### src/rtl/mem_port_arbiter_if.sv
// Request/grant and shared-bus signals between the AES/SHA FSMs, the arbiter and the memory/SPI port.
// master = arbiter side; slave = requesters plus bus responder side.
interface mem_port_arbiter_if #(
  parameter int ADDRW = 24,
  parameter int LENW  = 4
);
  logic             req_aes;
  logic [ADDRW-1:0] addr_aes;
  logic             we_aes;
  logic [LENW-1:0]  len_aes;
  logic             gnt_aes;
  logic             done_aes;

  logic             req_sha;
  logic [ADDRW-1:0] addr_sha;
  logic             we_sha;
  logic [LENW-1:0]  len_sha;
  logic             gnt_sha;
  logic             done_sha;

  logic             bus_start;
  logic [ADDRW-1:0] bus_addr;
  logic             bus_we;
  logic [LENW-1:0]  bus_len;
  logic             bus_owner;
  logic             bus_ack;
  logic             busy;

  modport master (
    input  req_aes, addr_aes, we_aes, len_aes,
    output gnt_aes, done_aes,
    input  req_sha, addr_sha, we_sha, len_sha,
    output gnt_sha, done_sha,
    output bus_start, bus_addr, bus_we, bus_len, bus_owner, busy,
    input  bus_ack
  );

  modport slave (
    output req_aes, addr_aes, we_aes, len_aes,
    input  gnt_aes, done_aes,
    output req_sha, addr_sha, we_sha, len_sha,
    input  gnt_sha, done_sha,
    input  bus_start, bus_addr, bus_we, bus_len, bus_owner, busy,
    output bus_ack
  );
endinterface

### src/rtl/mem_port_arbiter.sv
// Round-robin owner of the shared memory/SPI port for the AES and SHA FSMs; grant+bus_start one cycle after request,
// done one cycle after the last counted ack; a burst stalls indefinitely while bus_ack stays low.
module mem_port_arbiter #(
  parameter int ADDRW = 24,
  parameter int LENW  = 4
) (
  input  logic                clk,
  input  logic                rst_n,
  mem_port_arbiter_if.master  bus_if
);

  typedef enum logic [1:0] {
    IDLE  = 2'd0,
    START = 2'd1,
    BURST = 2'd2,
    DONE  = 2'd3
  } state_t;

  localparam logic OWN_AES = 1'b0;
  localparam logic OWN_SHA = 1'b1;

  state_t           state_q, state_d;
  logic [ADDRW-1:0] addr_q, addr_d;
  logic             we_q, we_d;
  logic [LENW-1:0]  len_q, len_d;
  logic [LENW-1:0]  cnt_q, cnt_d;
  logic             owner_q, owner_d;
  logic             last_q, last_d;

  logic             win_aes;
  logic             win_sha;
  logic             start;
  logic             done;
  logic             busy;

  always_ff @(posedge clk) begin
    if (!rst_n) begin
      state_q <= IDLE;
      addr_q  <= '0;
      we_q    <= 1'b0;
      len_q   <= '0;
      cnt_q   <= '0;
      owner_q <= OWN_AES;
      last_q  <= OWN_SHA;
    end else begin
      state_q <= state_d;
      addr_q  <= addr_d;
      we_q    <= we_d;
      len_q   <= len_d;
      cnt_q   <= cnt_d;
      owner_q <= owner_d;
      last_q  <= last_d;
    end
  end

  always_comb begin
    state_d = state_q;
    addr_d  = addr_q;
    we_d    = we_q;
    len_d   = len_q;
    cnt_d   = cnt_q;
    owner_d = owner_q;
    last_d  = last_q;
    start   = 1'b0;
    done    = 1'b0;

    // On a tie the requester that did not own the previous burst wins.
    win_aes = bus_if.req_aes && (!bus_if.req_sha || (last_q == OWN_SHA));
    win_sha = bus_if.req_sha && !win_aes;

    unique case (state_q)
      IDLE: begin
        if (win_aes) begin
          addr_d  = bus_if.addr_aes;
          we_d    = bus_if.we_aes;
          len_d   = bus_if.len_aes;
          owner_d = OWN_AES;
          cnt_d   = '0;
          state_d = START;
        end else if (win_sha) begin
          addr_d  = bus_if.addr_sha;
          we_d    = bus_if.we_sha;
          len_d   = bus_if.len_sha;
          owner_d = OWN_SHA;
          cnt_d   = '0;
          state_d = START;
        end
      end

      START, BURST: begin
        start = (state_q == START);
        if (state_q == START) begin
          state_d = BURST;
        end
        // Compare before increment so len = all-ones runs 2^LENW beats without wrapping.
        if (bus_if.bus_ack) begin
          if (cnt_q == len_q) begin
            state_d = DONE;
          end else begin
            cnt_d = cnt_q + LENW'(1);
          end
        end
      end

      DONE: begin
        done    = 1'b1;
        last_d  = owner_q;
        state_d = IDLE;
      end

      default: begin
        state_d = IDLE;
      end
    endcase
  end

  assign busy             = (state_q != IDLE);
  assign bus_if.busy      = busy;
  assign bus_if.gnt_aes   = busy && (owner_q == OWN_AES);
  assign bus_if.gnt_sha   = busy && (owner_q == OWN_SHA);
  assign bus_if.done_aes  = done && (owner_q == OWN_AES);
  assign bus_if.done_sha  = done && (owner_q == OWN_SHA);
  assign bus_if.bus_start = start;
  assign bus_if.bus_addr  = addr_q;
  assign bus_if.bus_we    = we_q;
  assign bus_if.bus_len   = len_q;
  assign bus_if.bus_owner = owner_q;

  a_gnt_exclusive : assert property (@(posedge clk) disable iff (!rst_n)
    !(bus_if.gnt_aes && bus_if.gnt_sha));
  a_done_with_gnt : assert property (@(posedge clk) disable iff (!rst_n)
    (!bus_if.done_aes || bus_if.gnt_aes) && (!bus_if.done_sha || bus_if.gnt_sha));

endmodule
### src/flat_wrapper.sv
// flat-port wrapper written by rule: the top's interface ports become plain ports
module mem_port_arbiter_flat 
#(
  parameter int ADDRW = 24,
  parameter int LENW  = 4
)
  (clk, rst_n, bus_if_req_aes, bus_if_addr_aes, bus_if_we_aes, bus_if_len_aes, bus_if_gnt_aes, bus_if_done_aes, bus_if_req_sha, bus_if_addr_sha, bus_if_we_sha, bus_if_len_sha, bus_if_gnt_sha, bus_if_done_sha, bus_if_bus_start, bus_if_bus_addr, bus_if_bus_we, bus_if_bus_len, bus_if_bus_owner, bus_if_busy, bus_if_bus_ack);
  mem_port_arbiter_if #(.ADDRW(ADDRW), .LENW(LENW)) bus_if_i ();
  input  logic clk;
  input  logic rst_n;
  input wire logic [$bits(bus_if_i.req_aes)-1:0] bus_if_req_aes;
  input wire logic [$bits(bus_if_i.addr_aes)-1:0] bus_if_addr_aes;
  input wire logic [$bits(bus_if_i.we_aes)-1:0] bus_if_we_aes;
  input wire logic [$bits(bus_if_i.len_aes)-1:0] bus_if_len_aes;
  output wire logic [$bits(bus_if_i.gnt_aes)-1:0] bus_if_gnt_aes;
  output wire logic [$bits(bus_if_i.done_aes)-1:0] bus_if_done_aes;
  input wire logic [$bits(bus_if_i.req_sha)-1:0] bus_if_req_sha;
  input wire logic [$bits(bus_if_i.addr_sha)-1:0] bus_if_addr_sha;
  input wire logic [$bits(bus_if_i.we_sha)-1:0] bus_if_we_sha;
  input wire logic [$bits(bus_if_i.len_sha)-1:0] bus_if_len_sha;
  output wire logic [$bits(bus_if_i.gnt_sha)-1:0] bus_if_gnt_sha;
  output wire logic [$bits(bus_if_i.done_sha)-1:0] bus_if_done_sha;
  output wire logic [$bits(bus_if_i.bus_start)-1:0] bus_if_bus_start;
  output wire logic [$bits(bus_if_i.bus_addr)-1:0] bus_if_bus_addr;
  output wire logic [$bits(bus_if_i.bus_we)-1:0] bus_if_bus_we;
  output wire logic [$bits(bus_if_i.bus_len)-1:0] bus_if_bus_len;
  output wire logic [$bits(bus_if_i.bus_owner)-1:0] bus_if_bus_owner;
  output wire logic [$bits(bus_if_i.busy)-1:0] bus_if_busy;
  input wire logic [$bits(bus_if_i.bus_ack)-1:0] bus_if_bus_ack;
  assign bus_if_i.req_aes = bus_if_req_aes;
  assign bus_if_i.addr_aes = bus_if_addr_aes;
  assign bus_if_i.we_aes = bus_if_we_aes;
  assign bus_if_i.len_aes = bus_if_len_aes;
  assign bus_if_gnt_aes = bus_if_i.gnt_aes;
  assign bus_if_done_aes = bus_if_i.done_aes;
  assign bus_if_i.req_sha = bus_if_req_sha;
  assign bus_if_i.addr_sha = bus_if_addr_sha;
  assign bus_if_i.we_sha = bus_if_we_sha;
  assign bus_if_i.len_sha = bus_if_len_sha;
  assign bus_if_gnt_sha = bus_if_i.gnt_sha;
  assign bus_if_done_sha = bus_if_i.done_sha;
  assign bus_if_bus_start = bus_if_i.bus_start;
  assign bus_if_bus_addr = bus_if_i.bus_addr;
  assign bus_if_bus_we = bus_if_i.bus_we;
  assign bus_if_bus_len = bus_if_i.bus_len;
  assign bus_if_bus_owner = bus_if_i.bus_owner;
  assign bus_if_busy = bus_if_i.busy;
  assign bus_if_i.bus_ack = bus_if_bus_ack;
  mem_port_arbiter #(.ADDRW(ADDRW), .LENW(LENW)) u_core (.clk(clk), .rst_n(rst_n), .bus_if(bus_if_i));
endmodule
### config.mk
export PLATFORM = sky130hd
export DESIGN_NAME = mem_port_arbiter_flat
export DESIGN_NICKNAME = d
export VERILOG_FILES = /design/src/rtl/mem_port_arbiter_if.sv /design/src/rtl/mem_port_arbiter.sv /design/src/flat_wrapper.sv
export SDC_FILE = /design/constraint.sdc
export NUM_CORES = 1
export LEC_CHECK = 0
export ABC_AREA = 1
export CORE_MARGIN = 2
export CORE_UTILIZATION = 33
export DETAILED_ROUTE_END_ITERATION = 8
export HOLD_SLACK_MARGIN = 0.02
export PLACE_DENSITY = 0.77
export SLEW_MARGIN = 20
export SYNTH_ARGS = -nofsm -noshare
export SYNTH_HDL_FRONTEND = slang
export SYNTH_SLANG_ARGS = --single-unit
### constraint.sdc
create_clock -name clk -period 2.4 [get_ports clk]
set_input_delay 0.24 -clock clk [delete_from_list [all_inputs] [get_ports clk]]
set_output_delay 0.24 -clock clk [all_outputs]
set_load 0.005 [all_outputs]
### Word level (Yosys, flattened, before mapping)

Cells that the tools add are included.

| word-level totals | value |
|---|---|
| register bits | 37 |
| output and inout port bits | 36 |

| operators by class | value |
|---|---|
| add/subtract/negate cells | 1 |
| eq/ne operators | 7 |
| muxes and demuxes | 21 |
| bitwise logic cells | 1 |
| reduce and logical (&&, ||, !) cells | 16 |

Operators with widths:

| kind | number |
|---|---|
| 24-bit two-way mux | 2 |
| 4-bit two-way mux | 6 |
| 2-bit two-way mux | 5 |
| 4-bit case mux with 2 select lines | 1 |
| 1-bit logical AND | 6 |
| 1-bit two-way mux | 6 |
| 2-bit case mux with 3 select lines | 1 |
| 2-bit nonzero test | 3 |
| 4-bit by 1-bit adder with 4-bit output, second input constant | 1 |
| 2-bit == test, second input constant | 2 |
| 4-bit == test | 1 |
| 2-bit != test, second input constant | 2 |
| 4-bit AND reduction | 1 |
| 3-bit by 1-bit != test with 1-bit output, second input constant | 1 |
| 2-bit by 1-bit == test with 1-bit output, second input constant | 1 |
| 1-bit zero test | 2 |
| 2-bit zero test | 1 |
| 2-bit AND reduction | 1 |
| 2-bit OR reduction | 1 |
| 1-bit logical OR | 1 |
| 1-bit NOT | 1 |

### Depth between registers and ports, before layout

Gate-level depths: netlist of run 1.

| depth | value |
|---|---|
| word-level depth | 8 |
| depth in mapped cells | 9 |
| gate-level depth less buffers | 9 |

### Worst setup path after synthesis of run 1

Ideal clock, no wire load.

| timing | value |
|---|---|
| path kind | register -> register |
| from | register u_core.state_q[0] |
| to | register u_core.cnt_q[0] |
| data arrival time | 1.401 ns |
| setup slack | 0.885 ns |
| stages on the path, launching flop included | 8 |
| buffers on the path | 0 |
| path through | dfxtp_1 inv_1 ha_1 nor2_1 a21oi_1 nand3_1 a21oi_1 nor2_1 |

| between the ends | value |
|---|---|
| cells in the longest elaborated chain, start to end | 4 |
| elaborated cells on any way between the ends | 10 |
| classes of those cells | 5 x eq/ne; 1 x mux; 4 x reduce/logical |

Ends and longest elaborated chain:

| item | RTL line | source |
|---|---|---|
| from (decl) | mem_port_arbiter.sv:22 | `state_t state_q, state_d;` |
| from (signal assigned) | mem_port_arbiter.sv:46 | `state_q <= state_d;` |
| 2-bit == test or 2-bit by 1-bit == test with 1-bit output (tied branches) | mem_port_arbiter.sv:71 | `unique case (state_q)` |
| 2-bit OR reduction | mem_port_arbiter.sv:71 |  |
| 2-bit != test (no line) or 2-bit nonzero test (tied branches) | -- |  |
| 4-bit AND reduction (no line) | -- |  |
| to (signal assigned) | mem_port_arbiter.sv:50 | `cnt_q <= cnt_d;` |
| to (decl) | mem_port_arbiter.sv:26 | `logic [LENW-1:0] cnt_q, cnt_d;` |

Parallel ways exist; a longest one is shown, timed or not.
A chain may end at the register's enable or synchronous reset.

### Worst setup path in the final report of run 1

| timing | value |
|---|---|
| from | register u_core.state_q[0] |
| to | output bus_if_gnt_sha |

| between the ends | value |
|---|---|
| cells in the longest elaborated chain, start to end | 2 |

Ends and longest elaborated chain:

| item | RTL line | source |
|---|---|---|
| 2-bit nonzero test | mem_port_arbiter.sv:117 | `assign busy = (state_q != IDLE);` |
| 1-bit logical AND | mem_port_arbiter.sv:120 | `assign bus_if.gnt_sha = busy && (owner_q == OWN_SHA);` |
| to (decl) | flat_wrapper.sv:21 | `output wire logic [$bits(bus_if_i.gnt_sha)-1:0] bus_if_gnt_sha;` |

No other way between the ends.

==> results by group, run 1 <==
Final layout
  – Layout area overhead: 57.5%
  – N_diodes: 0
  – Final instance area: 0.00305 mm²
  – Commonest non-fill, non-tap cells in the layout: clkdlybuf4s50_1 (98), nor2_1 (70), inv_1 (46)
  – Commonest non-fill, non-tap cell in the layout: clkdlybuf4s50_1
  – Share of cells above drive strength 1: 3.42%
  – Register cell area after layout: 741 µm²
  – Area of the multi-input gates: 945 µm²
  – # fillers: 546
  – Nets: 449

STA
  – Final Skew: 0.00362 ns
  – Worst slew pin tran: 0.453 ns
  – Count of pins over their slew limit: 0
  – Post-layout min period: 2.05 ns
  – Setup_tns: 0 ns
  – Slew margin rel.: 69.7%
  – FMAX: 0.487 GHz
  – Final WS setup: 0.349 ns
  – Period utilization: 85.5%
  – Final setup viols: 0
  – Final hold violation count: 0
  – RSZ-0062 raised after global routing: no
  – Minimum hold slack: 0.510 ns

Placement
  – DP Wirelength: 4030 µm
  – # port buffers: 98
  – Placed Area: 0.00297 mm²
  – Placement Setup Slack: 0.400 ns
  – Global placement routability congestion: 0.785

Synth
  – Gate Count Post-Synth: 286
  – Post-Syn Nets: 355
  – Post-synthesis sequential area ratio: 38.2%
  – Synth Flop Type: dfxtp_1
  – Synth Warn #: 0
  – Yosys cell types: 18
  – Mean Syn Cell Area: 6.78 µm²
  – EDFF count, synth: 0
  – #FFs+latches synth: 37
  – Synthesized cell area: 0.00194 mm²
  – Ys async rst share: 0%

Pwr
  – Logic pwr share: 44.8%
  – Sw Pwr: 0.833 mW
  – Internal: 1.54 mW
  – Reg power frac: 36.7%
  – Leakage power: 1.32 nW
  – Sw frac: 35.1%
  – PwrDens: 776 mW/mm²
  – Clock share of power: 18.5%
  – Max IR drop VDD: 0.000401 V

Global route
  – Vias in the first global route: 2,016
  – Pin count of the biggest net entering global routing: 47
  – Tot GR Track Use: 17.1%
  – First-pass GRT wire length: 8710 µm
  – Remaining Overflow, GRT: 0
  – Initial antenna violation count: 0

Routing
  – Via density per instance: 4.66
  – ANT nets after route: 0
  – DRC Markers: 0
  – Via Count: 2,106
  – DRT Pass-1 Iters: 4
  – WL/cell: 11.8 µm
  – Post-Route WL: 5350 µm
  – Iter 0 DRT Violations: 85

CTS
  – Worst-path clk slew: 0.07 ns
  – Clock buffer depth: 2
  – Total CTS buffers: 5
  – CTS H-tree depth: 2
  – CTS Hold Bufs: 0
  – Post-CTS setup buffers: 0
  – CTS tree: built
  – Clock Latency Late Sink: 0.28 ns
  – CTS Sinks: 37
  – Post-CTS Resized: 0
  – CTS Root Cell: clkbuf_8

Critical path
  – Critical path class: flop to output pin
  – FF-to-FF End: u_core.bus_if.bus_addr[11]
  – Crit start category: flop
  – Crit path max fanout: 7
  – CP delay by family, top: buffers and inverters
  – CP max-delay cell: clkdlybuf4s50_1
  – Worst Path Required: 2.16 ns
  – Setup crit end kind: output pin
  – Worst R2R Setup Slack: 0.56 ns
  – CP peak stage delay: 0.53 ns
  – Arr. time, crit path: 1.81 ns
  – Length in cells of the worst reg-to-reg path: 6
  – CP Cell Sequence: inv_1, ha_1, nor2_1, clkdlybuf4s50_1
  – Reg2reg start: u_core.state_q[0]
  – Critical Path Start: u_core.state_q[0]
  – WP buf/inv: 2

Floorplanning
  – # IOs: 99
  – Die X: 80.6 µm
  – Std-Cell Core Area: 0.00557 mm²
  – FP Rows: 27
  – Initial Util: 34.8%
  – Die area: 0.00650 mm²
  – Die height: 80.6 µm

Hold path
  – Min-Delay Endpoint: u_core.cnt_q[3]
  – Worst hold path type: flop to flop
  – Hold_sp: u_core.cnt_q[3]
  – Hold Crit Depth: 2

Status
  – Status: finished, final reports clean

Run
  – MaxCap Viol Count: 0
## per-layer routing
layer  GRT usage [%]  up-vias  part of all wire (%)
met5               0        -                     0
met3            6.29        9                   7.8
met1            19.1      930                    43
met2            30.0       68                    48
met4            5.42        0                   1.4
li1                -     1099                     -
## synth_stat cells, drive strengths merged, types with 4 or more instances
master / number / area [µm²]
o21ai: 35 / 186
clkbuf: 6 / 22.5
dfxtp: 37 / 741
nand2: 29 / 109
buf: 9 / 50.0
a211oi: 29 / 218
nand4: 4 / 25.0
inv: 48 / 180
nand3: 5 / 25.0
ha: 6 / 75.1
nor2: 70 / 263
a21oi: 7 / 35.0
## cells by family after synthesis
group	synth area share (%)
compound gates	22.7
xor+xnor	0.452
fa+ha+maj	3.87
buf+inv	13.0
flops	38.2
simple gates	21.8
## worst min-delay path: cells and delay by family (launching register included)
family           cells  cell delay (ns)
AO/OA/AOI/OAI        1             0.05
AND/OR/NAND/NOR      1             0.07
flip-flops           1             0.34
## final cells by class
| class | count | share of cell area (%) |
|---|---|---|
| inverter | 48 | 5.90 |
| clock buffer | 7 | 2.83 |
| timing repair buffer | 102 | 33.1 |
| tap | 72 | 2.95 |
| sequential | 37 | 24.3 |
| multi-input combinational | 186 | 30.9 |
## state kept, by name, summed over array words and instances (netlist names)
name                     cells
u_core.cnt_q                 4
u_core.bus_if.bus_addr      24
u_core.bus_if.bus_owner      1
u_core.state_q               2
u_core.bus_if.bus_len        4
u_core.bus_if.bus_we         1
u_core.last_q                1
## metrics by stage
step	utilization [%]	cells	power [mW]
after CTS	54.8	452	2.40
after global routing	54.8	452	2.56
final	54.8	452	2.37
after detailed placement	53.2	445	1.95
after floorplan	-	286	1.42
after global placement	53.2	445	1.92
## worst max-delay path by stage
stage / end / slack, ns / cells past startpoint
2_1_floorplan: u_core.cnt_q[0] / 0.88 / 7
3_3_place_gp: u_core.bus_if.bus_addr[19] / 0.48 / 8
3_5_place_dp: u_core.bus_if.bus_addr[11] / 0.40 / 8
4_1_cts: bus_if_gnt_sha / 0.34 / 4
5_1_grt: bus_if_gnt_sha / 0.26 / 4
6_report: bus_if_gnt_sha / 0.35 / 4
## power groups by stage
stage | clock network, mW | logic, mW | registers, mW
6_report | 0.439 | 1.06 | 0.871
5_1_grt | 0.477 | 1.19 | 0.893
4_1_cts | 0.452 | 1.07 | 0.872
3_5_place_dp | 0 | 1.07 | 0.882
3_3_place_gp | 0 | 1.04 | 0.879
2_1_floorplan | 0 | 0.545 | 0.877
Power figures use the tool's default switching activity.
==> run 2: changes to the inputs <==
--- a/config.mk
+++ b/config.mk
@@ -6,7 +6,8 @@
 export NUM_CORES = 1
 export LEC_CHECK = 0
 export ABC_AREA = 1
-export CORE_MARGIN = 2
+export CAP_MARGIN = 20
+export CORE_MARGIN = 3
 export CORE_UTILIZATION = 33
 export DETAILED_ROUTE_END_ITERATION = 8
 export HOLD_SLACK_MARGIN = 0.02
==> run 2 against run 1 <==
- wire length fell by 1.2%
- largest cell class unchanged
- global-route usage fell by 1.3 points
- count of clock-buffer cells in the layout did not move
- worst setup slack improved by 0.023 ns
- combinational power barely moved
- flip-flop and latch count did not move
- via count fell by 1.5%
==> results by group, run 2 (synthesis results as in run 1) <==
Placement
  – Placement Setup Slack: 0.364 ns (-0.0355 ns)
  – Global placement routability congestion: 0.800 (+1.9%)
  – DP Wirelength: 3940 µm (-2.1%)
  – # port buffers: 98 (unchanged)
  – Placed Area: 0.00297 mm² (+0.17%)
  – Post-Place Cells: 444 (-0.22%)

Critical path
  – Arr. time, crit path: 1.79 ns (-0.02 ns)
  – Crit path max fanout: 7 (unchanged)
  – FF-to-FF End: u_core.bus_if.bus_addr[6]
  – CP Depth: 4 (unchanged)
  – Critical Path Start: u_core.state_q[0]
  – CP max-delay cell: clkdlybuf4s50_1
  – Setup crit end kind: output pin
  – Worst Path Required: 2.16 ns (about the same)
  – CP delay by family, top: buffers and inverters
  – WP buf/inv: 2 (unchanged)
  – Worst R2R Setup Slack: 0.55 ns (about the same)
  – Length in cells of the worst reg-to-reg path: 6 (unchanged)
  – Setup crit end: bus_if_gnt_sha
  – CP peak stage delay: 0.54 ns (about the same)
  – Critical path class: flop to output pin
  – Reg2reg start: u_core.state_q[0]
  – CP Cell Sequence: inv_1, ha_1, nor2_1, clkdlybuf4s50_1
  – Crit start category: flop

Pwr
  – PwrDens: 773 mW/mm² (-0.51%)
  – Max IR drop VDD: 0.000351 V (-12%)
  – Leakage power: 1.32 nW (about the same)
  – Final Total Pwr: 2.36 mW (-0.34%)

Global route
  – Vias in the first global route: 1,896 (-6.0%)
  – First-pass GRT wire length: 8370 µm (-4.0%)
  – Remaining Overflow, GRT: 0 (unchanged)
  – Initial antenna violation count: 0 (unchanged)
  – Pin count of the biggest net entering global routing: 61 (+30%)
  – Tot GR Track Use: 15.8% (-1.3 points)

CTS
  – Total CTS buffers: 5 (unchanged)
  – Clock Latency Late Sink: 0.28 ns (about the same)
  – CTS tree: built
  – CTS Root Cell: clkbuf_8
  – CTS H-tree depth: 2 (unchanged)
  – Post-CTS Resized: 0 (unchanged)
  – CTS Hold Bufs: 0 (unchanged)
  – Worst-path clk slew: 0.07 ns (about the same)
  – Post-CTS setup buffers: 0 (unchanged)
  – CTS Sinks: 37 (unchanged)
  – Clock buffer depth: 2 (unchanged)

STA
  – Final hold violation count: 0 (unchanged)
  – FMAX: 0.493 GHz (+1.1%)
  – Worst slew pin tran: 0.435 ns (-0.0187 ns)
  – Count of pins over their slew limit: 0 (unchanged)
  – Minimum hold slack: 0.514 ns (+0.00441 ns)
  – Slew margin rel.: 71.0% (+1.2 points)
  – Final Skew: 0.00775 ns (+0.00412 ns)
  – Post-layout min period: 2.03 ns (-0.0230 ns)
  – Setup_tns: 0 ns (unchanged)
  – Final setup viols: 0 (unchanged)
  – RSZ-0062 raised after global routing: no
  – Final WS setup: 0.372 ns (+0.0230 ns)
  – Period utilization: 84.5% (-0.96 points)

Run
  – MaxCap Viol Count: 0 (unchanged)

Floorplanning
  – # IOs: 99 (unchanged)
  – FP Rows: 27 (unchanged)
  – Die area: 0.00683 mm² (+5.0%)
  – Die X: 82.6 µm (+2.5%)
  – Std-Cell Core Area: 0.00561 mm² (+0.61%)
  – Initial Util: 34.6% (-0.21 points)
  – Die height: 82.6 µm (+2.5%)

Final layout
  – Largest register FFs: 24 (unchanged)
  – Share of cells above drive strength 1: 3.17% (-0.25 points)
  – Nets: 448 (-0.22%)
  – Fin cells: 451 (-0.22%)
  – Commonest non-fill, non-tap cell in the layout: clkdlybuf4s50_1
  – Commonest non-fill, non-tap cells in the layout: clkdlybuf4s50_1 (98), nor2_1 (70), inv_1 (46)
  – Layout area overhead: 57.8%
  – N_diodes: 0 (unchanged)
  – Final instance area: 0.00306 mm² (+0.16%)
  – Fin util: 54.5% (-0.24 points)

Hold path
  – Hold Crit Depth: 2 (unchanged)
  – Worst hold path type: flop to flop

Routing
  – ANT nets after route: 0 (unchanged)
  – Post-Route WL: 5290 µm (-1.2%)
  – Via density per instance: 4.60 (-1.3%)
  – WL/cell: 11.7 µm (-0.94%)
  – DRT Pass-1 Iters: 4 (unchanged)
  – Iter 0 DRT Violations: 105 (+24%)
  – Via Count: 2,074 (-1.5%)
  – DRC Markers: 0 (unchanged)

Status
  – Status: finished, final reports clean
## run 2: how the worst min path moves through the flow
stage	startpoint	endpoint	slack, ns
floorplan	rst_n	u_core.bus_if.bus_owner	0.38
global placement	u_core.cnt_q[3]	u_core.cnt_q[3]	0.49
detailed placement	u_core.bus_if.bus_addr[22]	u_core.bus_if.bus_addr[22]	0.50
CTS	u_core.cnt_q[3]	u_core.cnt_q[3]	0.51
global route	u_core.cnt_q[3]	u_core.cnt_q[3]	0.53
finish	u_core.cnt_q[3]	u_core.cnt_q[3]	0.51
## run 2: final cells by class
class / count / area [µm²]
clock buffer: 7 / 86.3
fill: 570 / 2550
inverter: 48 / 180
multi-input combinational: 186 / 945
sequential: 37 / 741
tap: 72 / 90.1
timing repair buffer: 101 / 1020
## run 2: metal layers
layer / global-route usage, % / wire length [µm]
met4: 5.56 / 59
met2: 26.1 / 2490
met1: 18.7 / 2260
met5: 0 / 0
met3: 5.75 / 478
## run 2: worst register-to-register path: stages, from the launching register on
cell and delay [ns]:
dfxtp_1 0.41, inv_1 0.09, ha_1 0.30, nand2_1 0.34, inv_2 0.28, o21ai_0 0.25
nor2_1 0.07
## run 2: power breakdown
part           switching (mW)  leakage [nW]  internal [mW]
logic                   0.515         0.969          0.546
registers               0.105         0.306          0.766
clock network           0.202        0.0443          0.228
total                   0.822          1.32           1.54
==> run 3: changes to the inputs <==
==> constraint.sdc (replaced) <==
create_clock -name clk -period 1.95 [get_ports clk]
set_input_delay 0.195 -clock clk [delete_from_list [all_inputs] [get_ports clk]]
set_output_delay 0.195 -clock clk [all_outputs]
set_load 0.005 [all_outputs]
==> run 3 against run 2 <==
- via count rose by 1.8%
- cell count rose by 0.67%
- clock power rose by 34%
- hold slack improved by 0.0022 ns
- largest power group unchanged
- clock skew fell by 0.0033 ns
- worst setup slack got worse by 0.24 ns
==> results by group, run 3 (synthesis results as in run 1) <==
Status
  – Status: finished, final reports clean

Routing
  – WL/cell: 11.9 µm (+1.8%)
  – DRC Markers: 0 (unchanged)
  – DRT Pass-1 Iters: 4 (unchanged)
  – ANT nets after route: 0 (unchanged)
  – Via density per instance: 4.65 (+1.1%)
  – Post-Route WL: 5420 µm (+2.5%)
  – Iter 0 DRT Violations: 77 (-27%)
  – Via Count: 2,111 (+1.8%)

Global route
  – Pin count of the biggest net entering global routing: 49 (-20%)
  – First-pass GRT wire length: 8570 µm (+2.4%)
  – Initial antenna violation count: 0 (unchanged)
  – Vias in the first global route: 1,936 (+2.1%)
  – Tot GR Track Use: 16.2% (+0.40 points)
  – Remaining Overflow, GRT: 0 (unchanged)

CTS
  – Clock Latency Late Sink: 0.28 ns (about the same)
  – CTS Root Cell: clkbuf_8
  – CTS Hold Bufs: 0 (unchanged)
  – CTS Sinks: 37 (unchanged)
  – Total CTS buffers: 5 (unchanged)
  – CTS tree: built
  – Worst-path clk slew: 0.07 ns (about the same)
  – Clock buffer depth: 2 (unchanged)
  – Post-CTS setup buffers: 0 (unchanged)
  – CTS H-tree depth: 2 (unchanged)

Final layout
  – Layout area overhead: 59.7%
  – Commonest non-fill, non-tap cell in the layout: clkdlybuf4s50_1
  – Commonest non-fill, non-tap cells in the layout: clkdlybuf4s50_1 (97), nor2_1 (70), inv_1 (46)
  – Fin cells: 454 (+0.67%)
  – Share of cells above drive strength 1: 4.71% (+1.5 points)
  – Nets: 450 (+0.45%)
  – N_diodes: 0 (unchanged)
  – # fillers: 563 (-1.2%)
  – Largest register FFs: 24 (unchanged)

Pwr
  – Sw frac: 34.5% (-0.34 points)
  – Leakage power: 1.36 nW (+2.7%)
  – Max IR drop VDD: 0.000424 V (+21%)
  – Reg power frac: 36.0% (-0.9 points)
  – Final Total Pwr: 2.98 mW (+26%)
  – Logic pwr share: 44.6% (-0.3 points)
  – PwrDens: 963 mW/mm² (+25%)
  – Internal: 1.95 mW (+27%)
  – Sw Pwr: 1.03 mW (+25%)
  – Clock share of power: 19.4% (+1.2 points)

Critical path
  – Arr. time, crit path: 1.62 ns (-0.17 ns)
  – Reg2reg start: u_core.state_q[1]
  – Critical path class: flop to output pin
  – Worst Path Required: 1.75 ns (-0.41 ns)
  – Crit path max fanout: 7 (unchanged)
  – Crit start category: flop
  – Setup crit end kind: output pin
  – Critical Path Start: u_core.state_q[1]

Placement
  – # port buffers: 98 (unchanged)
  – DP Wirelength: 4130 µm (+4.7%)
  – Global placement routability congestion: 0.821 (+2.7%)
  – Post-Place Cells: 446 (+0.45%)

Floorplanning
  – # IOs: 99 (unchanged)
  – Die area: 0.00683 mm² (unchanged)
  – Die X: 82.6 µm (unchanged)
  – Initial Util: 34.6% (unchanged)
  – Die height: 82.6 µm (unchanged)
  – Std-Cell Core Area: 0.00561 mm² (unchanged)
  – FP Rows: 27 (unchanged)

STA
  – Post-layout min period: 1.81 ns
  – Final setup viols: 0 (unchanged)
  – Final Skew: 0.00448 ns (-0.00327 ns)
  – Slew margin rel.: 71.5% (+0.55 points)
  – Count of pins over their slew limit: 0 (unchanged)
  – Worst slew pin tran: 0.427 ns (-0.00818 ns)
  – RSZ-0062 raised after global routing: no
  – Minimum hold slack: 0.516 ns (+0.00221 ns)
  – Setup_tns: 0 ns (unchanged)
  – FMAX: 0.551 GHz
  – Final hold violation count: 0 (unchanged)
  – Period utilization: 93.0%

Run
  – MaxCap Viol Count: 0 (unchanged)

Hold path
  – Worst hold path type: flop to flop
  – Hold_sp: u_core.bus_if.bus_addr[22]
==> run 3: through the flow <==
stage / instance area [µm²] / worst slack, ns / util, %
global placement: 2990 / 0.285 / 53.3
floorplan: 1940 / 0.435 / -
global route: 3090 / 0.0104 / 55.2
CTS: 3090 / 0.0526 / 55.1
finish: 3090 / 0.136 / 55.2
detailed placement: 2990 / 0.181 / 53.3
==> run 3: power by group through the flow <==
stage | Combinational (mW) | Sequential, mW | Clock (mW)
floorplan | 0.670 | 1.08 | 0
global placement | 1.31 | 1.08 | 0
detailed placement | 1.34 | 1.08 | 0
CTS | 1.35 | 1.07 | 0.589
global route | 1.51 | 1.10 | 0.628
finish | 1.33 | 1.07 | 0.578
==> run 3: what timing repair did <==
item                                    in CTS  in global routing
hold endpoints to repair                     0                  0
resized for setup                            1                  2
endpoints found under the setup margin       1                  2
==> run 3: critical path, cell delays in order (launching register included) <==
cell and delay [ns]:
dfxtp_1 0.39, inv_1 0.10, ha_2 0.23, inv_1 0.08, clkdlybuf4s50_1 0.53
==> run 3: final cells by class <==
cell class	count	area, µm²	area share, %
clock buffer	7	96.3	3.11
tap	72	90.1	2.91
sequential	37	742	24.0
inverter	48	180	5.82
multi-input combinational	186	947	30.6
timing repair buffer	103	1030	33.4
clock inverter	1	5.00	0.162
==> run 3: layer usage <==
metal  part of all wire [%]  track usage, %  up-vias
li1                       -               -     1107
met1                     41            18.6      918
met2                     48            27.2       78
met3                     10            7.38        8
met4                   0.90            3.76        0
met5                      0               0        -
==> run 3: worst paths after layout <==
path / endpoint / depth (start not counted) / slack [ns]
max: bus_if_busy / 4 / 0.14
max reg2reg: u_core.cnt_q[0] / 7 / 0.20
min reg2reg: u_core.bus_if.bus_addr[22] / 2 / 0.52
min: u_core.bus_if.bus_addr[22] / 2 / 0.52
